$ cat config.mk
export PLATFORM = sky130hd
export DESIGN_NAME = toast_branch_unit
export DESIGN_NICKNAME = d
export VERILOG_FILES = /design/src/rtl/toast_branch_unit.sv
export SDC_FILE = /design/constraint.sdc
export NUM_CORES = 2
export LEC_CHECK = 0
export ABC_CLOCK_PERIOD_IN_PS = 5600
export CAP_MARGIN = 30
export CORE_ASPECT_RATIO = 0.6
export CORE_MARGIN = 3
export CORE_UTILIZATION = 63
export CTS_BUF_LIST = sky130_fd_sc_hd__clkbuf_4 sky130_fd_sc_hd__clkbuf_8
export CTS_CLUSTER_SIZE = 8
export DETAILED_ROUTE_END_ITERATION = 12
export PLACE_DENSITY_LB_ADDON = 0.1
export SETUP_SLACK_MARGIN = 0.5
export SLEW_MARGIN = 25
export SYNTH_ARGS = -nofsm -noshare
export SYNTH_HDL_FRONTEND = slang
export SYNTH_SLANG_ARGS = --single-unit
export TNS_END_PERCENT = 100
$ cat constraint.sdc
create_clock -name clk_i -period 5.6 [get_ports clk_i]
set_clock_uncertainty 0.1 [all_clocks]
set_input_delay 0.84 -clock clk_i [delete_from_list [all_inputs] [get_ports clk_i]]
set_output_delay 0.84 -clock clk_i [all_outputs]
set_load 0.005 [all_outputs]
$ cat src/rtl/toast_branch_unit.sv
`default_nettype none
// ============================================================================
// Module   : toast_branch_unit
// Brief    : EX-stage branch target computation, direct-mapped BTB with 2-bit
//            counters for IF prediction, and registered mispredict redirect.
// Revision : 1.0
// ============================================================================
module toast_branch_unit #(
  parameter int XLEN    = 32,
  parameter int ENTRIES = 16,
  parameter int IDX     = $clog2(ENTRIES),
  parameter int TAGW    = XLEN - 2 - IDX
) (
  input  logic            clk_i,
  input  logic            resetn_i,
  input  logic [XLEN-1:0] if_pc_i,
  output logic            pred_taken_o,
  output logic [XLEN-1:0] pred_target_o,
  input  logic            ex_valid_i,
  input  logic [1:0]      ex_branch_op_i,
  input  logic [XLEN-1:0] ex_pc_i,
  input  logic [XLEN-1:0] ex_regdata_i,
  input  logic [XLEN-1:0] ex_imm_i,
  input  logic            ex_cond_taken_i,
  input  logic            ex_pred_taken_i,
  input  logic [XLEN-1:0] ex_pred_target_i,
  input  logic            btb_flush_i,
  output logic [XLEN-1:0] ex_target_o,
  output logic            redirect_valid_o,
  output logic [XLEN-1:0] redirect_pc_o
);

  typedef enum logic [1:0] {
    OP_NONE = 2'b00,
    OP_COND = 2'b01,
    OP_JALR = 2'b10,
    OP_JAL  = 2'b11
  } branch_op_e;

  localparam logic [XLEN-1:0] C_PC_STEP = XLEN'(4);

  logic            r_valid  [ENTRIES];
  logic [TAGW-1:0] r_tag    [ENTRIES];
  logic [XLEN-1:0] r_target [ENTRIES];
  logic [1:0]      r_ctr    [ENTRIES];
  logic            r_jump   [ENTRIES];

  logic            r_redirect_valid;
  logic [XLEN-1:0] r_redirect_pc;

  branch_op_e      w_op;
  logic [XLEN-1:0] w_pc_rel;
  logic [XLEN-1:0] w_jalr_sum;
  logic [XLEN-1:0] w_target;
  logic [XLEN-1:0] w_correct_pc;
  logic            w_taken;
  logic            w_upd;
  logic            w_mispredict;
  logic [IDX-1:0]  w_if_idx;
  logic [TAGW-1:0] w_if_tag;
  logic            w_if_hit;
  logic [IDX-1:0]  w_ex_idx;
  logic [TAGW-1:0] w_ex_tag;
  logic            w_ex_hit;
  logic            w_unused_bits;

  // IF lookup: reads registered state only, so same-cycle updates are not bypassed
  assign w_if_idx      = if_pc_i[IDX+1:2];
  assign w_if_tag      = if_pc_i[XLEN-1:IDX+2];
  assign w_if_hit      = r_valid[w_if_idx] && (r_tag[w_if_idx] == w_if_tag);
  assign pred_taken_o  = w_if_hit && (r_jump[w_if_idx] || r_ctr[w_if_idx][1]);
  assign pred_target_o = pred_taken_o ? r_target[w_if_idx] : '0;

  assign w_op       = branch_op_e'(ex_branch_op_i);
  assign w_pc_rel   = ex_pc_i + ex_imm_i;
  assign w_jalr_sum = ex_regdata_i + ex_imm_i;

  always_comb begin
    w_target = '0;
    w_taken  = 1'b0;
    case (w_op)
      OP_COND: begin
        w_target = w_pc_rel;
        w_taken  = ex_cond_taken_i;
      end
      OP_JALR: begin
        w_target = {w_jalr_sum[XLEN-1:1], 1'b0};
        w_taken  = 1'b1;
      end
      OP_JAL: begin
        w_target = w_pc_rel;
        w_taken  = 1'b1;
      end
      default: begin
        w_target = '0;
        w_taken  = 1'b0;
      end
    endcase
  end

  assign ex_target_o  = w_target;
  assign w_upd        = ex_valid_i && (w_op != OP_NONE);
  assign w_mispredict = w_upd && ((w_taken != ex_pred_taken_i) ||
                                  (w_taken && (ex_pred_target_i != w_target)));
  assign w_correct_pc = w_taken ? w_target : (ex_pc_i + C_PC_STEP);

  assign w_ex_idx = ex_pc_i[IDX+1:2];
  assign w_ex_tag = ex_pc_i[XLEN-1:IDX+2];
  assign w_ex_hit = r_valid[w_ex_idx] && (r_tag[w_ex_idx] == w_ex_tag);

  always_ff @(posedge clk_i or negedge resetn_i) begin
    if (!resetn_i) begin
      for (int i = 0; i < ENTRIES; i++) begin
        r_valid[i]  <= 1'b0;
        r_tag[i]    <= '0;
        r_target[i] <= '0;
        r_ctr[i]    <= 2'b00;
        r_jump[i]   <= 1'b0;
      end
    end else if (btb_flush_i) begin
      // Flush takes priority over any update resolving in the same cycle
      for (int i = 0; i < ENTRIES; i++) begin
        r_valid[i] <= 1'b0;
      end
    end else if (w_upd) begin
      if (w_ex_hit) begin
        if (w_taken) begin
          r_target[w_ex_idx] <= w_target;
          if (r_ctr[w_ex_idx] != 2'b11) r_ctr[w_ex_idx] <= r_ctr[w_ex_idx] + 2'd1;
        end else if (r_ctr[w_ex_idx] != 2'b00) begin
          r_ctr[w_ex_idx] <= r_ctr[w_ex_idx] - 2'd1;
        end
        r_jump[w_ex_idx] <= (w_op != OP_COND);
      end else if (w_taken) begin
        r_valid[w_ex_idx]  <= 1'b1;
        r_tag[w_ex_idx]    <= w_ex_tag;
        r_target[w_ex_idx] <= w_target;
        r_ctr[w_ex_idx]    <= 2'b10;
        r_jump[w_ex_idx]   <= (w_op != OP_COND);
      end
    end
  end

  always_ff @(posedge clk_i or negedge resetn_i) begin
    if (!resetn_i) begin
      r_redirect_valid <= 1'b0;
      r_redirect_pc    <= '0;
    end else begin
      r_redirect_valid <= w_mispredict;
      r_redirect_pc    <= w_mispredict ? w_correct_pc : '0;
    end
  end

  assign redirect_valid_o = r_redirect_valid;
  assign redirect_pc_o    = r_redirect_pc;

  // Word-aligned PCs and the cleared JALR bit carry no information here
  assign w_unused_bits = ^{if_pc_i[1:0], ex_pc_i[1:0], w_jalr_sum[0]};

endmodule
`default_nettype wire

# [Word-level counts from Yosys, hierarchy flattened]
# Cells that the tools add are included.
[classes] addsub=5 mul=0 div=0 order_cmp=3 n_eq_ne=11 shift=0 n_mux=53 bitwise=8 n_reduce_logical=22
[op_table] operator="bitwise mux 512 bit" count=1
[op_table] operator="bitwise mux 416 bit" count=1
[op_table] operator="two-way mux 32 bit" count=11
[op_table] operator="binary-select mux 26 bit (select 4 bit)" count=2
[op_table] operator="two-way mux 26 bit" count=5
[op_table] operator="binary-select mux 32 bit (select 4 bit)" count=1
[op_table] operator="demux 32 bit (select 4 bit)" count=1
[op_table] operator="demux 26 bit (select 4 bit)" count=1
[op_table] operator="two-way mux 16 bit" count=6
[op_table] operator="adder 32 bit" count=2
[op_table] operator="bitwise mux 32 bit" count=2
[op_table] operator="case mux 32 bit (2 select lines)" count=1
[op_table] operator="equality test 26 bit" count=2
[op_table] operator="adder 32 x 3 -> 32 bit (second input constant)" count=1
[op_table] operator="!= test 32 bit" count=1
[op_table] operator="OR 16 bit" count=2
[op_table] operator="bitwise AND 16 bit" count=1
[op_table] operator="binary-select mux 2 bit (select 4 bit)" count=2
[op_table] operator="bitwise mux 16 bit" count=1
[op_table] operator="inverter 16 bit" count=1
[op_table] operator="binary-select mux 1 bit (select 4 bit)" count=3
[op_table] operator="nonzero test 2 bit" count=6
[op_table] operator=">= comparator 5 bit (second input constant)" count=2
[op_table] operator="two-way mux 2 bit" count=5
[op_table] operator="21 further kinds" count=41
[totals] register_bits=1025 latch_bits=0 mem_bits_rw=0 romBits=0 in_bits=168 elab_cells=184 mem_count=0

# [Longest topological paths before layout]
[logic_depth] depth_word=10 depth_mapped=16 ltp_nobuf=14

# [Worst setup path after synthesis]
# Ideal clock, no wire load.
[synth_timing] path_kind="in2out" startpoint="input port if_pc_i[2]" endpoint="output port pred_target_o[15]" arrival_time_ns=3.875 required_time_ns=4.660 setup_slack_ns=0.785 stages=10 n_path_buf=7 cell_sequence="buf_2 > buf_4 > buf_2 > buf_2 > buf_2 > buf_2 > buf_1 > mux4_2 > mux4_2 > nor2b_1"
[synth_via] elab_chain_cells=8
[synth_lines] item="start, declared" line="16" rtl="input logic [XLEN-1:0] if_pc_i,"
[synth_lines] item="inverter 4 -> 5 bit (implied by the code) (*)" line="70, 71, 72"
[synth_lines] item="binary-select mux 26 bit (select 4 bit)" line="70" rtl="assign w_if_hit = r_valid[w_if_idx] && (r_tag[w_if_idx] == w_if_tag);"
[synth_lines] item="two-way mux 26 bit (implied by the code) (2 in series)" line="70"
[synth_lines] item="equality test 26 bit" line="70"
[synth_lines] item="logical AND 1 bit" line="70"
[synth_lines] item="logical AND 1 bit" line="71" rtl="assign pred_taken_o = w_if_hit && (r_jump[w_if_idx] || r_ctr[w_if_idx][1]);"
[synth_lines] item="two-way mux 32 bit (*)" line="72" rtl="assign pred_target_o = pred_taken_o ? r_target[w_if_idx] : '0;"
[synth_lines] item="end, declared" line="18" rtl="output logic [XLEN-1:0] pred_target_o,"
# Every way passes the cells marked *; elsewhere a longest branch is shown, timed or not. The select of a mux whose other input is x is not followed.

# [Worst setup path in the final report]
[layout_timing] startpoint="input port ex_imm_i[13]" endpoint="output port ex_target_o[31]"
[layout_via] elab_chain_cells=2
[layout_lines] item="start, declared" line="23" rtl="input logic [XLEN-1:0] ex_imm_i,"
[layout_lines] item="adder 32 bit (on tied branches)" line="75, 76"
[layout_lines] item="case mux 32 bit (2 select lines) (*)" line="81" rtl="case (w_op)"
[layout_lines] item="end, declared" line="28" rtl="output logic [XLEN-1:0] ex_target_o,"
# Every way passes the cells marked *; elsewhere a longest branch is shown, timed or not.

==> run summary <==
Buffers on Ports = 263
initial antenna violation count = 10
Final ANT Viol Nets = 0
sequential area share after synthesis = 46.9%
ys flop type = dfrtp_1
Fill cells = 5,625
synthesized area = 54,600 um2
Core Box Area = 84,700 um2
Slew @ Worst Pin = 0.945 ns
drt pass-1 iters = 6
setup total negative slack = 0 ns
# nets final = 5,215
compound-gate portion of the synthesized area = 9.18%
maximum vdd drop = 187 uV
width of the die = 386 um
Final Setup Violations = 0
asr flop ratio synth = 100%
Synth Area in Adders = 1.61%
Worst Path Class, Setup = in -> out
Post-Synthesis Cells = 4,622
Final WS setup = 0.279 ns
final instance area = 64,100 um2
top-area cell type share of the netlist area = 46.9%
Finished Layout Cells = 6,181
Slew HR = 37.0%
CP Capture Type = output port
CTS buffer count = 154
#FFs+latches synth = 1,025
die height = 234 um
Seq. cell area = 25,600 um2
DRC = 0
number of distinct library cells after synthesis = 96
Synthesized Nets = 4,859
number of synthesized flops with an enable pin = 0
Initial Util = 64.5%
final WL = 180,000 um
post-DP HPWL = 121,000 um
achievable frequency = 0.188 GHz
vias per std cell = 6.83
DR WL/cell = 29.2 um
dominant cells by area after synthesis = dfrtp_1 47%, mux4_2 18%, mux2_2 8.4%
Clock Sink Count = 1,025
Synth Warn # = 0
share of cells above drive strength 1 = 31.3%
total power = 19.4 mW
largest family of logic cells by synthesized area = multiplexers
clock root cell = clkbuf_8
Max-Cap Viols = 0
Hold WC Path Type = reg -> reg
die area = 90,400 um2
Synth-to-Final Area Change = 17.4%
Final Hold Viols = 0
Post-Synth XOR/XNOR Area = 2.04%
dpl cells = 5,896
vias in the first global route = 40,812
Syn Area/Cell = 11.8 um2
hold slack = 0.373 ns
Simple-Gate Fraction of Synth Area = 9.35%
unrepaired setup endpoints after global routing = true
CP Launch Type = input port
largest net degree at the start of global routing = 122
portion of netlist area occupied by mux cells = 27.5%
Leak = 28.8 nW
cell taking the most area after synthesis = dfrtp_1
Max Root-Sink Buffers = 3
status = complete, no violations
GRT Overall Usage = 40.1%
Data arrival, critical path = 4.38 ns
H-tree levels = 4
std cell rows = 82
most common cell after layout, fill and taps aside = dfrtp_1
Slew Viols, Final = 0
placed cell areas = 59,900 um2
Util after Layout = 75.7%
initial DRC count = 5,301
I/O Pins = 266
most frequent cells in the layout = 1,025 x dfrtp_1, 747 x nand2_1, 534 x o21ai_0
clk_lat worst skew = 0.87 ns
Max FO, Critical Path = 7
DR vias = 42,211
dpl ws = -0.0932 ns
GRT overflow = 0
post-route minimum period = 5.32 ns
GPL Wtd Cong = 1.03
multi-input logic area = 28,000 um2
final worst-path cycle share = 95.0%
CTS clock-pin slew for the worst setup and hold paths = 0.06 ns
CTS tree = built
Req. time, crit path = 4.66 ns
first-pass GRT wire length = 265,000 um
Power Density = 302 nW/um2
worst max-delay path, cell delays in order:
cell	delay (ns)
clkdlybuf4s50_1	0.50
ha_2	0.45
nand2_1	0.13
a211o_1	0.33
a31o_2	0.30
a211oi_4	0.38
o2111ai_1	0.22
and3_1	0.19
o21ai_1	0.22
nand3_2	0.24
clkdlybuf4s50_1	0.57
synth_stat cells (24+ instances only):
cell type / n
mux2_2: 409
mux4_2: 428
clkbuf_1: 273
buf_2: 60
o21ai_0: 542
inv_1: 54
buf_4: 27
xnor2_1: 84
mux2_1: 42
dfrtp_1: 1025
buf_1: 28
nand4_1: 36
a2111oi_0: 28
nand3_1: 60
nor2b_1: 45
nand2_1: 757
ha_1: 67
a21oi_1: 115
mux2i_1: 30
xor2_1: 41
nor3_1: 24
nor2_1: 151
path summary, 6_finish.rpt:
check | end | slack (ns) | depth (start not counted) | from
setup / recovery | ex_target_o[31] | 0.28 | 11 | ex_imm_i[13]
hold / removal | r_target[302] | 0.37 | 2 | r_target[302]
setup reg to reg | r_tag[138] | 1.47 | 10 | r_tag[60]
hold reg to reg | r_target[302] | 0.37 | 2 | r_target[302]
max in group asynchronous | r_target[201] | 3.44 | 3 | resetn_i
min in group asynchronous | r_tag[165] | 0.52 | 2 | resetn_i
kinds of logic after synthesis:
| logic type | Yosys count |
|---|---|
| and+or+nand+nor | 1184 |
| DFF | 1025 |
| muxes | 909 |
| AOI/OAI and AO/OA | 863 |
| buffers and inverters | 446 |
| xor gates and xnor gates | 126 |
| adders and majority gates | 69 |
metal layers:
metal  GRT usage (%)  wire length (um)  vias up
met3            15.5             26600      363
met1            60.1             72600    21525
met2            54.3             75100     2765
li1                -                 -    17544
met4            12.7              5740       14
met5               0               142        -
area by class of cell:
type / count / share of cell area (%)
Inverter: 56 / 0.328
Clock buffer: 206 / 4.05
Clock inverter: 13 / 0.234
Multi-Input combinational cell: 3151 / 43.7
Antenna cell: 6 / 0.0234
Timing Repair Buffer: 590 / 9.44
Sequential cell: 1025 / 40.0
Tap cell: 1134 / 2.21
power breakdown:
group | internal (mW) | switching, mW
Sequential | 8.39 | 0.645
Clock | 3.01 | 2.95
Combinational | 2.16 | 2.21
Total | 13.6 | 5.81
state kept, by name, summed over array words and instances (netlist names):
signal,cells
redirect_pc_o,32
r_ctr,32
r_target,512
r_valid,16
r_jump,16
r_tag,416
redirect_valid_o,1
repair_timing:
item                                   CTS  global route
pin swaps                               24            28
buffers inserted                        26            29
setup endpoints to repair               52            51
endpoints found under the hold margin   83             0
resized for setup                      104           117
hold buffers                             1             0
gates cloned                             1             2
(Power assumes the default switching activity.)
